--- src/rtl/riscvx_pkg.sv ---
// ----------------------------------------------------------------------------
// riscvx_pkg
// Definitions shared by the instruction-fetch slice of the core.
//   fetch_state_t : fetch FSM states (REQ, WAIT, HOLD)
//   XLEN_DEFAULT  : default address / instruction width
//   NOP_INSTR     : canonical bubble instruction, addi x0,x0,0
// ----------------------------------------------------------------------------
package riscvx_pkg;

   localparam int XLEN_DEFAULT = 32;

   localparam logic [31:0] NOP_INSTR = 32'h0000_0013;

   // REQ  : request is presented to instruction memory
   // WAIT : one request is outstanding, waiting for its response
   // HOLD : response captured in the skid buffer while decode is stalled
   typedef enum logic [1:0] {
      REQ  = 2'd0,
      WAIT = 2'd1,
      HOLD = 2'd2
   } fetch_state_t;

endpackage

--- src/rtl/if_id_fetch_stage_if.sv ---
// ----------------------------------------------------------------------------
// if_id_fetch_stage_if
// Instruction-memory request/response channel between the fetch stage and
// the instruction memory.
//   imem_req_valid : request valid              (master -> slave)
//   imem_req_addr  : request address            (master -> slave)
//   imem_req_ready : memory accepts the request (slave  -> master)
//   imem_rsp_valid : response word valid        (slave  -> master)
//   imem_rsp_data  : instruction word           (slave  -> master)
// ----------------------------------------------------------------------------
interface if_id_fetch_stage_if #(
   parameter int XLEN = 32
);

   logic            imem_req_valid;
   logic [XLEN-1:0] imem_req_addr;
   logic            imem_req_ready;
   logic            imem_rsp_valid;
   logic [XLEN-1:0] imem_rsp_data;

   // Fetch-stage side of the channel
   modport master (
      output imem_req_valid,
      output imem_req_addr,
      input  imem_req_ready,
      input  imem_rsp_valid,
      input  imem_rsp_data
   );

   // Instruction-memory side of the channel
   modport slave (
      input  imem_req_valid,
      input  imem_req_addr,
      output imem_req_ready,
      output imem_rsp_valid,
      output imem_rsp_data
   );

endinterface

--- src/rtl/fetch_hold_buf.sv ---
// ----------------------------------------------------------------------------
// fetch_hold_buf
// Single-entry skid register holding a fetched pc/instruction pair while
// decode is stalled.
//   clk, reset : clock, asynchronous active-high reset
//   i_load     : capture i_pc / i_instr and mark the entry valid
//   i_unload   : entry has been moved downstream, mark it invalid
//   i_clear    : discard the entry (redirect); wins over load and unload
//   i_pc       : address of the word being captured
//   i_instr    : instruction word being captured
//   o_valid    : entry holds a live instruction
//   o_pc       : stored address
//   o_instr    : stored instruction word
// ----------------------------------------------------------------------------
module fetch_hold_buf #(
   parameter int XLEN = 32
) (
   input  logic            clk,
   input  logic            reset,
   input  logic            i_load,
   input  logic            i_unload,
   input  logic            i_clear,
   input  logic [XLEN-1:0] i_pc,
   input  logic [XLEN-1:0] i_instr,
   output logic            o_valid,
   output logic [XLEN-1:0] o_pc,
   output logic [XLEN-1:0] o_instr
);

   logic            r_valid;
   logic [XLEN-1:0] r_pc;
   logic [XLEN-1:0] r_instr;

   // Entry storage. A clear (redirect) must win so that a word fetched down
   // the wrong path can never be moved into IF/ID afterwards.
   always_ff @(posedge clk or posedge reset) begin
      if (reset) begin
         r_valid <= 1'b0;
         r_pc    <= '0;
         r_instr <= '0;
      end else if (i_clear) begin
         r_valid <= 1'b0;
      end else if (i_load) begin
         r_valid <= 1'b1;
         r_pc    <= i_pc;
         r_instr <= i_instr;
      end else if (i_unload) begin
         r_valid <= 1'b0;
      end
   end

   assign o_valid = r_valid;
   assign o_pc    = r_pc;
   assign o_instr = r_instr;

endmodule

--- src/rtl/if_id_fetch_stage.sv ---
// ----------------------------------------------------------------------------
// if_id_fetch_stage
// Instruction-fetch stage between the program counter and decode. Issues one
// instruction-memory request at a time, captures the returned word into the
// IF/ID pipeline register, and stalls the PC until a request is accepted.
// Decode back-pressure parks a returned word in a one-entry skid buffer;
// a redirect (flush) empties IF/ID and discards any in-flight response.
//
// Ports
//   clk, reset  : clock, asynchronous active-high reset
//   pc          : current fetch address from the program counter
//   stall       : IF/ID hold request from hazard detection
//   flush       : branch/jump redirect, kills IF/ID and in-flight fetch
//   fetch_busy  : PC must hold while 1
//   imem        : instruction-memory channel (master modport)
//   id_valid    : IF/ID holds a live instruction
//   id_pc       : address of the instruction in IF/ID
//   id_instr    : instruction in IF/ID (NOP_INSTR when id_valid=0)
//
// Optional build macro FETCH_PERF_CNT_EN adds:
//   perf_fetched : words loaded into IF/ID (wraps at 2^32)
//   perf_dropped : memory responses discarded because of a flush
// ----------------------------------------------------------------------------
module if_id_fetch_stage
   import riscvx_pkg::*;
#(
   parameter int              XLEN      = XLEN_DEFAULT,
   parameter logic [XLEN-1:0] NOP_INSTR = riscvx_pkg::NOP_INSTR
) (
   input  logic                clk,
   input  logic                reset,
   input  logic [XLEN-1:0]     pc,
   input  logic                stall,
   input  logic                flush,
   output logic                fetch_busy,
   if_id_fetch_stage_if.master imem,
   output logic                id_valid,
   output logic [XLEN-1:0]     id_pc,
   output logic [XLEN-1:0]     id_instr
`ifdef FETCH_PERF_CNT_EN
   ,
   output logic [31:0]         perf_fetched,
   output logic [31:0]         perf_dropped
`endif
);

   fetch_state_t    r_state;
   fetch_state_t    w_nextState;
   logic            r_drop;
   logic            w_nextDrop;
   logic [XLEN-1:0] r_reqPc;

   logic            r_idValid;
   logic [XLEN-1:0] r_idPc;
   logic [XLEN-1:0] r_idInstr;

   logic            w_accept;
   logic            w_latchReq;
   logic            w_idKill;
   logic            w_idLoadRsp;
   logic            w_idLoadBuf;
   logic            w_idBubble;
   logic            w_bufLoad;
   logic            w_bufUnload;
   logic            w_bufClear;

   logic            w_bufValid;
   logic [XLEN-1:0] w_bufPc;
   logic [XLEN-1:0] w_bufInstr;

   // The request is suppressed while reset is held so memory never sees a
   // request from a stage that is still being initialised. The PC may only
   // advance on the exact cycle a request is accepted.
   assign imem.imem_req_valid = (r_state == REQ) && !reset;
   assign imem.imem_req_addr  = pc;
   assign w_accept            = imem.imem_req_valid && imem.imem_req_ready;
   assign fetch_busy          = !w_accept;

   // Next-state and datapath control. A flush overrides everything; if a
   // request is in flight when it arrives (already outstanding, or being
   // accepted this very cycle) the stale response is marked for discard.
   always_comb begin
      w_nextState = r_state;
      w_nextDrop  = r_drop;
      w_latchReq  = 1'b0;
      w_idKill    = 1'b0;
      w_idLoadRsp = 1'b0;
      w_idLoadBuf = 1'b0;
      w_idBubble  = 1'b0;
      w_bufLoad   = 1'b0;
      w_bufUnload = 1'b0;
      w_bufClear  = 1'b0;

      if (flush) begin
         w_idKill    = 1'b1;
         w_bufClear  = 1'b1;
         w_nextState = REQ;
         case (r_state)
            REQ: begin
               if (w_accept) begin
                  w_nextState = WAIT;
                  w_nextDrop  = 1'b1;
               end
            end
            WAIT: begin
               if (imem.imem_rsp_valid) begin
                  w_nextDrop = 1'b0;
               end else begin
                  w_nextState = WAIT;
                  w_nextDrop  = 1'b1;
               end
            end
            default: begin
            end
         endcase
      end else begin
         case (r_state)
            REQ: begin
               if (!stall) begin
                  w_idBubble = 1'b1;
               end
               if (w_accept) begin
                  w_latchReq  = 1'b1;
                  w_nextState = WAIT;
               end
            end
            WAIT: begin
               if (imem.imem_rsp_valid) begin
                  w_nextState = REQ;
                  if (r_drop) begin
                     w_nextDrop = 1'b0;
                     if (!stall) begin
                        w_idBubble = 1'b1;
                     end
                  end else if (!stall) begin
                     w_idLoadRsp = 1'b1;
                  end else begin
                     w_bufLoad   = 1'b1;
                     w_nextState = HOLD;
                  end
               end else if (!stall) begin
                  w_idBubble = 1'b1;
               end
            end
            HOLD: begin
               if (!stall) begin
                  w_nextState = REQ;
                  if (w_bufValid) begin
                     w_idLoadBuf = 1'b1;
                     w_bufUnload = 1'b1;
                  end
               end
            end
            default: begin
               w_nextState = REQ;
            end
         endcase
      end
   end

   // FSM state, drop flag and the address of the outstanding request.
   always_ff @(posedge clk or posedge reset) begin
      if (reset) begin
         r_state <= REQ;
         r_drop  <= 1'b0;
         r_reqPc <= '0;
      end else begin
         r_state <= w_nextState;
         r_drop  <= w_nextDrop;
         if (w_latchReq) begin
            r_reqPc <= pc;
         end
      end
   end

   // IF/ID pipeline register. The instruction field is forced to NOP
   // whenever the register empties, so decode always sees a harmless word
   // when id_valid is low. id_pc is left alone on a bubble.
   always_ff @(posedge clk or posedge reset) begin
      if (reset) begin
         r_idValid <= 1'b0;
         r_idPc    <= '0;
         r_idInstr <= NOP_INSTR;
      end else if (w_idKill) begin
         r_idValid <= 1'b0;
         r_idInstr <= NOP_INSTR;
      end else if (w_idLoadRsp) begin
         r_idValid <= 1'b1;
         r_idPc    <= r_reqPc;
         r_idInstr <= imem.imem_rsp_data;
      end else if (w_idLoadBuf) begin
         r_idValid <= 1'b1;
         r_idPc    <= w_bufPc;
         r_idInstr <= w_bufInstr;
      end else if (w_idBubble) begin
         r_idValid <= 1'b0;
         r_idInstr <= NOP_INSTR;
      end
   end

   assign id_valid = r_idValid;
   assign id_pc    = r_idPc;
   assign id_instr = r_idInstr;

   // Skid buffer for a word that returns while decode is stalled
   fetch_hold_buf #(
      .XLEN (XLEN)
   ) u_holdBuf (
      .clk      (clk),
      .reset    (reset),
      .i_load   (w_bufLoad),
      .i_unload (w_bufUnload),
      .i_clear  (w_bufClear),
      .i_pc     (r_reqPc),
      .i_instr  (imem.imem_rsp_data),
      .o_valid  (w_bufValid),
      .o_pc     (w_bufPc),
      .o_instr  (w_bufInstr)
   );

`ifdef FETCH_PERF_CNT_EN
   logic        w_rspDropped;
   logic [31:0] r_perfFetched;
   logic [31:0] r_perfDropped;

   // A memory response is thrown away either because it was already marked
   // stale or because a redirect lands in the same cycle it returns.
   assign w_rspDropped = (r_state == WAIT) && imem.imem_rsp_valid && (flush || r_drop);

   // Free-running event counters; both wrap naturally at 2^32.
   always_ff @(posedge clk or posedge reset) begin
      if (reset) begin
         r_perfFetched <= '0;
         r_perfDropped <= '0;
      end else begin
         if (w_idLoadRsp || w_idLoadBuf) begin
            r_perfFetched <= r_perfFetched + 32'd1;
         end
         if (w_rspDropped) begin
            r_perfDropped <= r_perfDropped + 32'd1;
         end
      end
   end

   assign perf_fetched = r_perfFetched;
   assign perf_dropped = r_perfDropped;
`endif

endmodule

--- src/flat_wrapper.sv ---
// flat-port wrapper written by rule: the top's interface ports become plain ports
module if_id_fetch_stage_flat import riscvx_pkg::*;
#(
   parameter int              XLEN      = XLEN_DEFAULT,
   parameter logic [XLEN-1:0] NOP_INSTR = riscvx_pkg::NOP_INSTR
)
  (clk, reset, pc, stall, flush, fetch_busy, id_valid, id_pc, id_instr, imem_imem_req_valid, imem_imem_req_addr, imem_imem_req_ready, imem_imem_rsp_valid, imem_imem_rsp_data);
  if_id_fetch_stage_if #(.XLEN(XLEN)) imem_i ();
  input  logic clk;
  input  logic reset;
  input  logic [XLEN-1:0] pc;
  input  logic stall;
  input  logic flush;
  output logic fetch_busy;
  output logic id_valid;
  output logic [XLEN-1:0] id_pc;
  output logic [XLEN-1:0] id_instr;
  output wire logic [$bits(imem_i.imem_req_valid)-1:0] imem_imem_req_valid;
  output wire logic [$bits(imem_i.imem_req_addr)-1:0] imem_imem_req_addr;
  input wire logic [$bits(imem_i.imem_req_ready)-1:0] imem_imem_req_ready;
  input wire logic [$bits(imem_i.imem_rsp_valid)-1:0] imem_imem_rsp_valid;
  input wire logic [$bits(imem_i.imem_rsp_data)-1:0] imem_imem_rsp_data;
  assign imem_imem_req_valid = imem_i.imem_req_valid;
  assign imem_imem_req_addr = imem_i.imem_req_addr;
  assign imem_i.imem_req_ready = imem_imem_req_ready;
  assign imem_i.imem_rsp_valid = imem_imem_rsp_valid;
  assign imem_i.imem_rsp_data = imem_imem_rsp_data;
  if_id_fetch_stage #(.XLEN(XLEN), .NOP_INSTR(NOP_INSTR)) u_core (.clk(clk), .reset(reset), .pc(pc), .stall(stall), .flush(flush), .fetch_busy(fetch_busy), .imem(imem_i), .id_valid(id_valid), .id_pc(id_pc), .id_instr(id_instr));
endmodule
--- config.mk ---
export PLATFORM = sky130hd
export DESIGN_NAME = if_id_fetch_stage_flat
export DESIGN_NICKNAME = d
export VERILOG_FILES = /design/src/rtl/riscvx_pkg.sv /design/src/rtl/if_id_fetch_stage_if.sv /design/src/rtl/fetch_hold_buf.sv /design/src/rtl/if_id_fetch_stage.sv /design/src/flat_wrapper.sv
export SDC_FILE = /design/constraint.sdc
export NUM_CORES = 1
export LEC_CHECK = 0
export ABC_AREA = 1
export BUFFER_PORTS_ARGS = -buffer_cell sky130_fd_sc_hd__buf_2
export CAP_MARGIN = 10
export CORE_ASPECT_RATIO = 0.5
export CORE_MARGIN = 3
export CORE_UTILIZATION = 30
export DETAILED_ROUTE_END_ITERATION = 7
export SKIP_CTS_REPAIR_TIMING = 1
export SYNTH_ARGS = -nofsm -noshare
export SYNTH_HDL_FRONTEND = slang
export SYNTH_HIERARCHICAL = 1
export SYNTH_SLANG_ARGS = --single-unit
--- constraint.sdc ---
create_clock -name clk -period 2.7 [get_ports clk]
set_clock_uncertainty 0.1 [all_clocks]
set_input_delay 0 -clock clk [delete_from_list [all_inputs] [get_ports clk]]
set_output_delay 0 -clock clk [all_outputs]
set_load 0.01 [all_outputs]
After elaboration in Yosys (flattened, before gate mapping)
Index checks and enable logic that the tools add are counted.

cells by class
  muxes and demuxes = 51
  bitwise logic cells = 1
  reductions and logical operators = 15
  eq/ne operators = 6

operators by type and width
  operator                                              count
  two-way mux 32 bit                                    6
  two-way mux 1 bit                                     35
  two-way mux 2 bit                                     6
  nonzero test 2 bit                                    4
  != test 3 x 2 -> 1 bit (second input constant)        2
  != test 3 bit (second input constant)                 2
  case mux 2 bit (3 select lines)                       1
  case mux 1 bit (2 select lines)                       2
  case mux 2 bit (2 select lines)                       1
  AND reduction 2 bit                                   2
  AND reduction 4 bit                                   1
  nonzero test 4 bit                                    1
  AND reduction 3 bit                                   1
  nonzero test 3 bit                                    1
  equality test 2 x 1 -> 1 bit (second input constant)  1
  equality test 2 bit (second input constant)           1
  logical AND 1 bit                                     2
  logical NOT 1 bit                                     2
  logical NOT 2 bit                                     1
  NOT 1 bit                                             1

storage, ports and cells
  bits of input ports = 70
  logic and storage cells = 82
  bits in registers = 165
  output and inout port bits = 99

Logic depth before layout (Yosys ltp)
Gate-level depths: netlist of the first run.

  depth in word-level cells = 9
  depth in mapped cells = 9
  gate-level depth less buffers = 7

Cells and area by module
Netlist of the first run, hierarchy kept.

by module, submodules not included
  module             times used  sequential area each (sq um)  area each (sq um)  cells each
  if_id_fetch_stage  1           2506.2                        4804.6             597
  fetch_hold_buf     1           1626.6                        2615.0             284

Worst setup path after synthesis of the first run
No wires, ideal clock.

  path kind = input -> register
  start point = in reset
  end point = reg u_core.r_reqPc[22]
  stages = 5
  data required time = 2.474 ns
  slack = -0.973 ns
  path buffers = 1
  data arrival time = 3.447 ns
  setup time = 0.126 ns
  cell sequence = inv_1 -> nand3_1 -> nor2_2 -> buf_2 -> o21ai_0

on the way
  cells in the longest elaborated chain, start to end = 6

RTL lines
  what                  line                      RTL
  start, declared       flat_wrapper.sv:10        input logic reset;
  logical NOT 1 bit     if_id_fetch_stage.sv:74   assign imem.imem_req_valid = (r_state == REQ) && !reset;
  logical AND 1 bit     if_id_fetch_stage.sv:74
  logical AND 1 bit     if_id_fetch_stage.sv:76   assign w_accept = imem.imem_req_valid && imem.imem_req_ready;
  two-way mux 1 bit     if_id_fetch_stage.sv:122  if (w_accept) begin
  two-way mux 1 bit     if_id_fetch_stage.sv:117  case (r_state)
  two-way mux 1 bit     if_id_fetch_stage.sv:94   if (flush) begin
  end signal, assigned  if_id_fetch_stage.sv:171  r_reqPc <= pc;
  end, declared         if_id_fetch_stage.sv:51   logic [XLEN-1:0] r_reqPc;

Every way passes these cells.
A chain may end at the register's enable or synchronous reset.

Worst setup path after layout of the first run
  start point = reg u_core.r_drop
  end point = reg u_core.r_idPc[25] (netlist: u_core/id_pc[25])

on the way
  cells in the longest elaborated chain, start to end = 6
  elaborated cells between the ends (all ways) = 7
  classes of those cells = 5 x mux; 2 x reduce/logical

RTL lines
  what                           line                      RTL
  start, declared                if_id_fetch_stage.sv:49   logic r_drop;
  start signal, assigned         if_id_fetch_stage.sv:169  r_drop <= w_nextDrop;
  two-way mux 1 bit *            if_id_fetch_stage.sv:130  if (r_drop) begin
  two-way mux 1 bit *            if_id_fetch_stage.sv:128  if (imem.imem_rsp_valid) begin
  two-way mux 1 bit *            if_id_fetch_stage.sv:117
  two-way mux 1 bit *            if_id_fetch_stage.sv:94
  nonzero test 2 bit (no line)   n/a
  AND reduction 2 bit (no line)  n/a
  end signal, assigned           if_id_fetch_stage.sv:189  r_idPc <= r_reqPc;
  end signal, assigned           if_id_fetch_stage.sv:193  r_idPc <= w_bufPc;
  end, declared                  if_id_fetch_stage.sv:54   logic [XLEN-1:0] r_idPc;

Mark *: on every way between the ends. The rest lies on a longest branch, timed or not.

==> results of run 1 <==
==> cell usage in the layout (no fill, tap or decap) <==
cell and count:
dfstp_2 3, nand3_4 1, dfrtp_1 162, inv_1 42, nor2_2 2, dlygate4sd3_1 69, bufinv_16 2, buf_12 1
nor2_1 8, inv_6 5, o21ai_1 7, nand4_1 33, clkinv_8 1, clkinv_2 2, clkinv_4 2, nand2_2 2
clkbuf_16 17, nand2_1 331, inv_8 1, a21oi_1 3, o21ai_0 59, buf_2 168, buf_4 16, inv_2 3
nor3_1 1, clkinvlp_4 3, clkbuf_8 1, or2_2 1, nor2_4 3, nand3_1 128
==> logic make-up after synthesis <==
logic type	after synthesis
and+or+nand+nor	510
buffers and inverters	137
DFF	165
AOI/OAI and AO/OA	69
==> worst reg2reg max path, delay by kind of cell (launching register included) <==
family,cells,cell delay (ns)
buffers and inverters,2,0.72
DFF,1,0.42
and+or+nand+nor,5,0.72
==> flip-flops by register name, indices dropped and copies added (netlist names) <==
register / flops
u_core/u_holdBuf/o_instr: 32
u_core/r_state: 2
u_core/r_reqPc: 32
u_core/u_holdBuf/o_pc: 32
u_core/id_valid: 1
u_core/id_pc: 32
u_core/r_drop: 1
u_core/id_instr: 32
u_core/u_holdBuf/o_valid: 1
==> final timing paths <==
| kind | endpoint | slack [ns] | cells after the start |
|---|---|---|---|
| max | u_core/id_pc[25]$_DFFE_PP0P_ | 0.65 | 7 |
| min | u_core/id_instr[25]$_DFFE_PP0P_ | 0.23 | 4 |
| max reg2reg | u_core/id_pc[25]$_DFFE_PP0P_ | 0.65 | 7 |
| min reg2reg | u_core/u_holdBuf/o_instr[10]$_DFFE_PP0P_ | 0.37 | 2 |
| max in group asynchronous | u_core/id_instr[12]$_DFFE_PP0P_ | 1.00 | 5 |
| min in group clk | u_core/r_reqPc[15]$_DFFE_PP0P_ | 0.23 | 4 |
==> layer usage <==
metal  GRT usage  wire length, µm  vias to the layer above
met5           0                0                        -
met4      0.0521              340                        0
met3      0.0368              831                       30
met2       0.265            10500                      126
met1       0.193             9500                     3178
li1            -                -                     3177
==> power by group <==
part	internal, mW	switching (mW)	leakage (nW)
clock	1.42	1.09	0.293
sequential	2.85	0.202	2.20
combinational	0.378	0.549	2.59
total	4.64	1.84	5.08
==> cell type report <==
cell class	count	area share
timing repair buffer	254	0.175
clock buffer	18	0.0460
multi-input combinational	579	0.267
inverter	47	0.0190
tap	328	0.0429
clock inverter	14	0.0177
sequential	165	0.432
==> through the flow <==
step | util | instance area, µm²
3_3_place_gp | 0.350 | 8260
5_1_grt | 0.405 | 9560
6_report | 0.405 | 9560
3_5_place_dp | 0.350 | 8260
2_1_floorplan | - | 7420
4_1_cts | 0.376 | 8870
==> summary.txt, run 1 <==
Status
  • Status: finished clean

Setup path
  • R2r startpoint: u_core/r_drop$_DFFE_PP0P_
  • Worst EP required: just under 3 ns
  • CP delay by family, top: buffers and inverters
  • Worst EP arrival: 2.27 ns
  • Crit path cell chain: nor2_4 > buf_4 > nand3_4 > nand2_2 > inv_2 > nand2_1 > nand2_1
  • CP Launch Type: register
  • Critical path origin: u_core/r_drop$_DFFE_PP0P_
  • Cell mode on critical path: nand2_1
  • Crit Path Class: register to register
  • CP bufs+invs: 2
  • Max incr delay on CP: 0.42 ns
  • Critical Path Fanout Max: 33
  • Crit-path slowest cell: dfrtp_1
  • Nature of the critical path endpoint: register

Synthesis
  • Ys Warns: 6
  • Yosys cell types: 22
  • Synth top area cells: dfrtp_1, nand2_1, nand3_1
  • Simple-gate area share of the yosys netlist: 0.295
  • Post-synthesis xor/xnor area fraction: 0
  • Synthesized net count: 951
  • Main combinational cell family by area after synthesis: simple AND/OR/NAND/NOR gates
  • Register area share after synthesis: 0.557
  • Synth cell count leaders: nand2_1, dfrtp_1, nand3_1, o21ai_0, inv_1
  • Synth Area in Compound Gates: 0.0465
  • Proportion of synthesized area in mux cells: 0
  • Avg Cell Area, Syn: between 8 and 9 µm²
  • Cells after Synth: 881
  • Mapped Area: 7420 µm²
  • Synth Register Bits: 165
  • Post-synth EDFFs: 0
  • Adder-cell share of the synthesized area: 0
  • Top_reg_cell synth: dfrtp_1
  • Async SR Flop Fraction: 1.00
  • Count leader, synth: nand2_1
  • Share of the synthesized area in the top cell type: 0.546
  • Area leader, netlist: dfrtp_1

Global route
  • Initial antenna violation count: 0
  • First-pass GRT wire length: between 30000 and 40000 µm
  • Largest net degree at the start of global routing: 68
  • Vias in the first global route: 6218
  • Gr ovfl total: 0
  • Total GRT Usage: 0.154

Detailed routing
  • Drt drc: 0
  • Vias per cell: 4.63
  • Final Routed Wirelength: 21200 µm
  • TritonRoute pass-1 iters: 5
  • Final antenna-violating net count: 0
  • DR WL/cell: 15.1 µm
  • Via Count: 6511
  • DRT iter0 DRCs: 552

Timing
  • Hold WS: 0.226 ns
  • Fmax: 0.487 GHz
  • Unrepaired setup endpoints after global routing: no
  • Setup WS post-layout: 0.647 ns
  • Period Utilization, post-route: 0.760
  • Relative slew slack: 0.306
  • Max Slew Vio Count: 0
  • Setup TNS Final: 0 ns
  • Final hold vios: 0
  • Final setup fails: 0
  • Slew at the pin with the worst max-slew slack: 1.04 ns
  • Minimum clock period: between 2 and 2.5 ns

Floorplanning
  • Core ar.: roughly 24000 µm²
  • DIE AREA: 26800 µm²
  • Num ports: 169
  • Die X: 228 µm
  • DIE HEIGHT: 117 µm
  • # rows: 39
  • Starting Density: 0.315

Placed design
  • Hpwl dp: 12800 µm
  • I/O Buffers: 168
  • Dpl cells: 1304
  • Worst slack, placed: approximately 0.65 ns
  • Global placement routability congestion: 0.745

Clock network
  • Clock Latency Late Sink: about 0.43 ns
  • CTS Root Buffer Type: clkbuf_16
  • Depth of the CTS H-tree: 4
  • CTS Buffer Depth: 2
  • Reg clk slew, reported paths: 0.07 ns
  • CTS buffer count: 17
  • Clk sinks: 165
  • TritonCTS clock tree: done

Finish
  • Share of cells above drive strength 1: 0.217
  • Fin cells: 1405
  • Ant diodes: 0
  • Footprint of the multi-input gates: between 2000 and 3000 µm²
  • Area Overhead vs Synth: 28.8%
  • Final #Nets: 1134
  • Storage cell area: 4130 µm²
  • Fill cells: roughly 2300

Flow run
  • Number of max-cap violations: 0

Power
  • Max IR drop VDD: about 0.45 mV
  • Leakage: 5.08 nW
  • Power density over the cells: just under 700 nW/µm²
  • Final total power: approximately 6.5 mW

Hold path
  • Hold Crit Class: input pin to async pin
No activity file was read; power rests on OpenSTA's default activity.
==> inputs of run 2 (changes only) <==
Clock period 2.7 ns to 2.1 ns, I/O delays scaled along.
==> run 2 against run 1 <==
Compared with the run above: final cell count barely moved; utilization rose by 0.31 points; hold slack got worse by 0.14 ns.
==> summary.txt, run 2 (same netlist as run 1, synthesis figures left out) <==
Timing
  • Setup TNS Final: 0 ns (unchanged)
  • Period Utilization, post-route: 0.864 (was 0.760)
  • Max Slew Vio Count: 0 (unchanged)
  • Slew at the pin with the worst max-slew slack: 0.724 ns (was 1.04 ns)
  • Relative slew slack: 0.517 (was 0.306)
  • Final hold vios: 0 (unchanged)
  • Minimum clock period: 1.81 ns (was 2.05 ns)
  • Unrepaired setup endpoints after global routing: no (unchanged)
  • Final setup fails: 0 (unchanged)
  • Fmax: 0.551 GHz (was 0.487 GHz)

Floorplanning
  • Core ar.: 23600 µm² (unchanged)
  • DIE AREA: 26800 µm² (unchanged)
  • Starting Density: 0.315 (unchanged)
  • DIE HEIGHT: 117 µm (unchanged)
  • # rows: 39 (unchanged)
  • Die X: 228 µm (unchanged)
  • Num ports: 169 (unchanged)

Global route
  • Initial antenna violation count: 0 (unchanged)
  • First-pass GRT wire length: 32800 µm (was 32500 µm)
  • Vias in the first global route: 6257 (was 6218)
  • Gr ovfl total: 0 (unchanged)
  • Total GRT Usage: 0.154 (about the same)
  • Largest net degree at the start of global routing: 101 (was 68)

Clock network
  • Reg clk slew, reported paths: 0.07 ns (about the same)
  • CTS Root Buffer Type: clkbuf_16 (unchanged)
  • TritonCTS clock tree: done (unchanged)
  • CTS buffer count: 17 (unchanged)
  • Clock Latency Late Sink: 0.41 ns (was 0.43 ns)
  • Depth of the CTS H-tree: 4 (unchanged)
  • Clk sinks: 165 (unchanged)
  • CTS Buffer Depth: 2 (unchanged)

Finish
  • Fin cells: 1404 (was 1405)
  • Share of cells above drive strength 1: 0.215 (was 0.217)
  • Area Overhead vs Synth: 29.8% (was 28.8%)
  • Final #Nets: 1133 (was 1134)
  • Fill cells: 2334 (was 2345)
  • Most frequent cells in the layout: nand2_1, buf_2, dfrtp_1, nand3_1, dlygate4sd3_1 (unchanged)
  • Leading cell type in the layout, fill and taps excluded: nand2_1 (unchanged)

Setup path
  • CP Launch Type: register (unchanged)
  • Worst EP required: 2.30 ns (was 2.92 ns)
  • Crit Path Class: register to register (unchanged)
  • Critical Path Fanout Max: 52 (was 33)
  • Worst EP arrival: 2.01 ns (was 2.27 ns)
  • Nature of the critical path endpoint: register (unchanged)

Hold path
  • Hold Crit Class: input pin to async pin (unchanged)

Power
  • Power density over the cells: 883 nW/µm² (was 678 nW/µm²)
  • Max IR drop VDD: 0.569 mV (was 0.450 mV)
  • Leakage: 5.10 nW (was 5.08 nW)

Placed design
  • I/O Buffers: 168 (unchanged)
  • Dpl cells: 1303 (was 1304)
  • Hpwl dp: 12800 µm (about the same)
  • Global placement routability congestion: 0.746 (was 0.745)

Detailed routing
  • Final antenna-violating net count: 0 (unchanged)
  • Via Count: 6522 (was 6511)
  • TritonRoute pass-1 iters: 5 (unchanged)
  • Drt drc: 0 (unchanged)
  • DR WL/cell: 15.2 µm (was 15.1 µm)
  • Vias per cell: 4.65 (was 4.63)
  • Final Routed Wirelength: 21300 µm (was 21200 µm)
  • DRT iter0 DRCs: 481 (was 552)

Flow run
  • Number of max-cap violations: 0 (unchanged)

Status
  • Status: finished clean (unchanged)
[run 2: changes by cell type in the layout (fill, tap and decap cells not counted), moves of 2 or more]
cell       delta
buf_4         -5
clkinv_4      +2
inv_6         -5
clkinv_2      +2
bufinv_16     +3
buf_12        +4
[run 2: worst max-delay path, cell delays in order, from the launching register on]
cell and delay (ns):
dfrtp_1 0.43, inv_1 0.12, nand4_1 0.16, nor2_4 0.17, nand2_2 0.22, buf_12 0.26
nand2_1 0.11, nand2_1 0.06
[run 2: metrics by stage]
stage	instance area (µm²)	hold slack, ns	utilization	power [mW]	worst slack (ns)
global placement	8300	0.00190	0.352	5.04	0.379
floorplan	7440	-0.0533	-	4.68	-0.569
detailed placement	8300	0.0102	0.352	5.08	0.328
CTS	8940	-0.456	0.379	8.53	0.308
finish	9630	0.0861	0.409	8.51	0.286
global route	9630	0.105	0.409	8.99	0.182
[run 2: metal layers]
metal / share of wire / up-vias / global-route usage
met2: 0.49 / 158 / 0.263
met1: 0.44 / 3170 / 0.194
met5: 0 / - / 0
met4: 0.016 / 0 / 0.0491
met3: 0.048 / 25 / 0.0411
li1: - / 3169 / -
[run 2: path summary, 6_finish.rpt]
path / startpoint / end / slack [ns] / cells after the start
setup / recovery: u_core/r_state[1]$_DFFE_PP0P_ / u_core/u_holdBuf/o_instr[29]$_DFFE_PP0P_ / 0.29 / 7
hold / removal: reset / u_core/u_holdBuf/o_pc[0]$_DFFE_PP0P_ / 0.09 / 3
setup reg to reg: u_core/r_state[1]$_DFFE_PP0P_ / u_core/u_holdBuf/o_instr[29]$_DFFE_PP0P_ / 0.29 / 7
hold reg to reg: u_core/u_holdBuf/o_instr[13]$_DFFE_PP0P_ / u_core/u_holdBuf/o_instr[13]$_DFFE_PP0P_ / 0.37 / 2
max in group asynchronous: reset / u_core/id_instr[8]$_DFFE_PP0P_ / 1.22 / 4
min in group clk: pc[15] / u_core/r_reqPc[15]$_DFFE_PP0P_ / 0.25 / 4
[run 2: area by class of cell]
| class | count | area, µm² | share of cell area |
|---|---|---|---|
| diodes | 1 | 2.50 | 0.000260 |
| clock buffers | 18 | 429 | 0.0446 |
| clock inverters | 13 | 208 | 0.0216 |
| inverters | 47 | 181 | 0.0188 |
| multi-input cells | 579 | 2550 | 0.265 |
| flip-flops and latches | 165 | 4130 | 0.429 |
| well taps | 328 | 410 | 0.0426 |
| repair buffers | 253 | 1710 | 0.178 |
[run 2: power by group]
group	switching, mW	internal [mW]	total, mW
combinational	0.710	0.492	1.20
clock	1.28	2.11	3.38
sequential	0.261	3.66	3.92
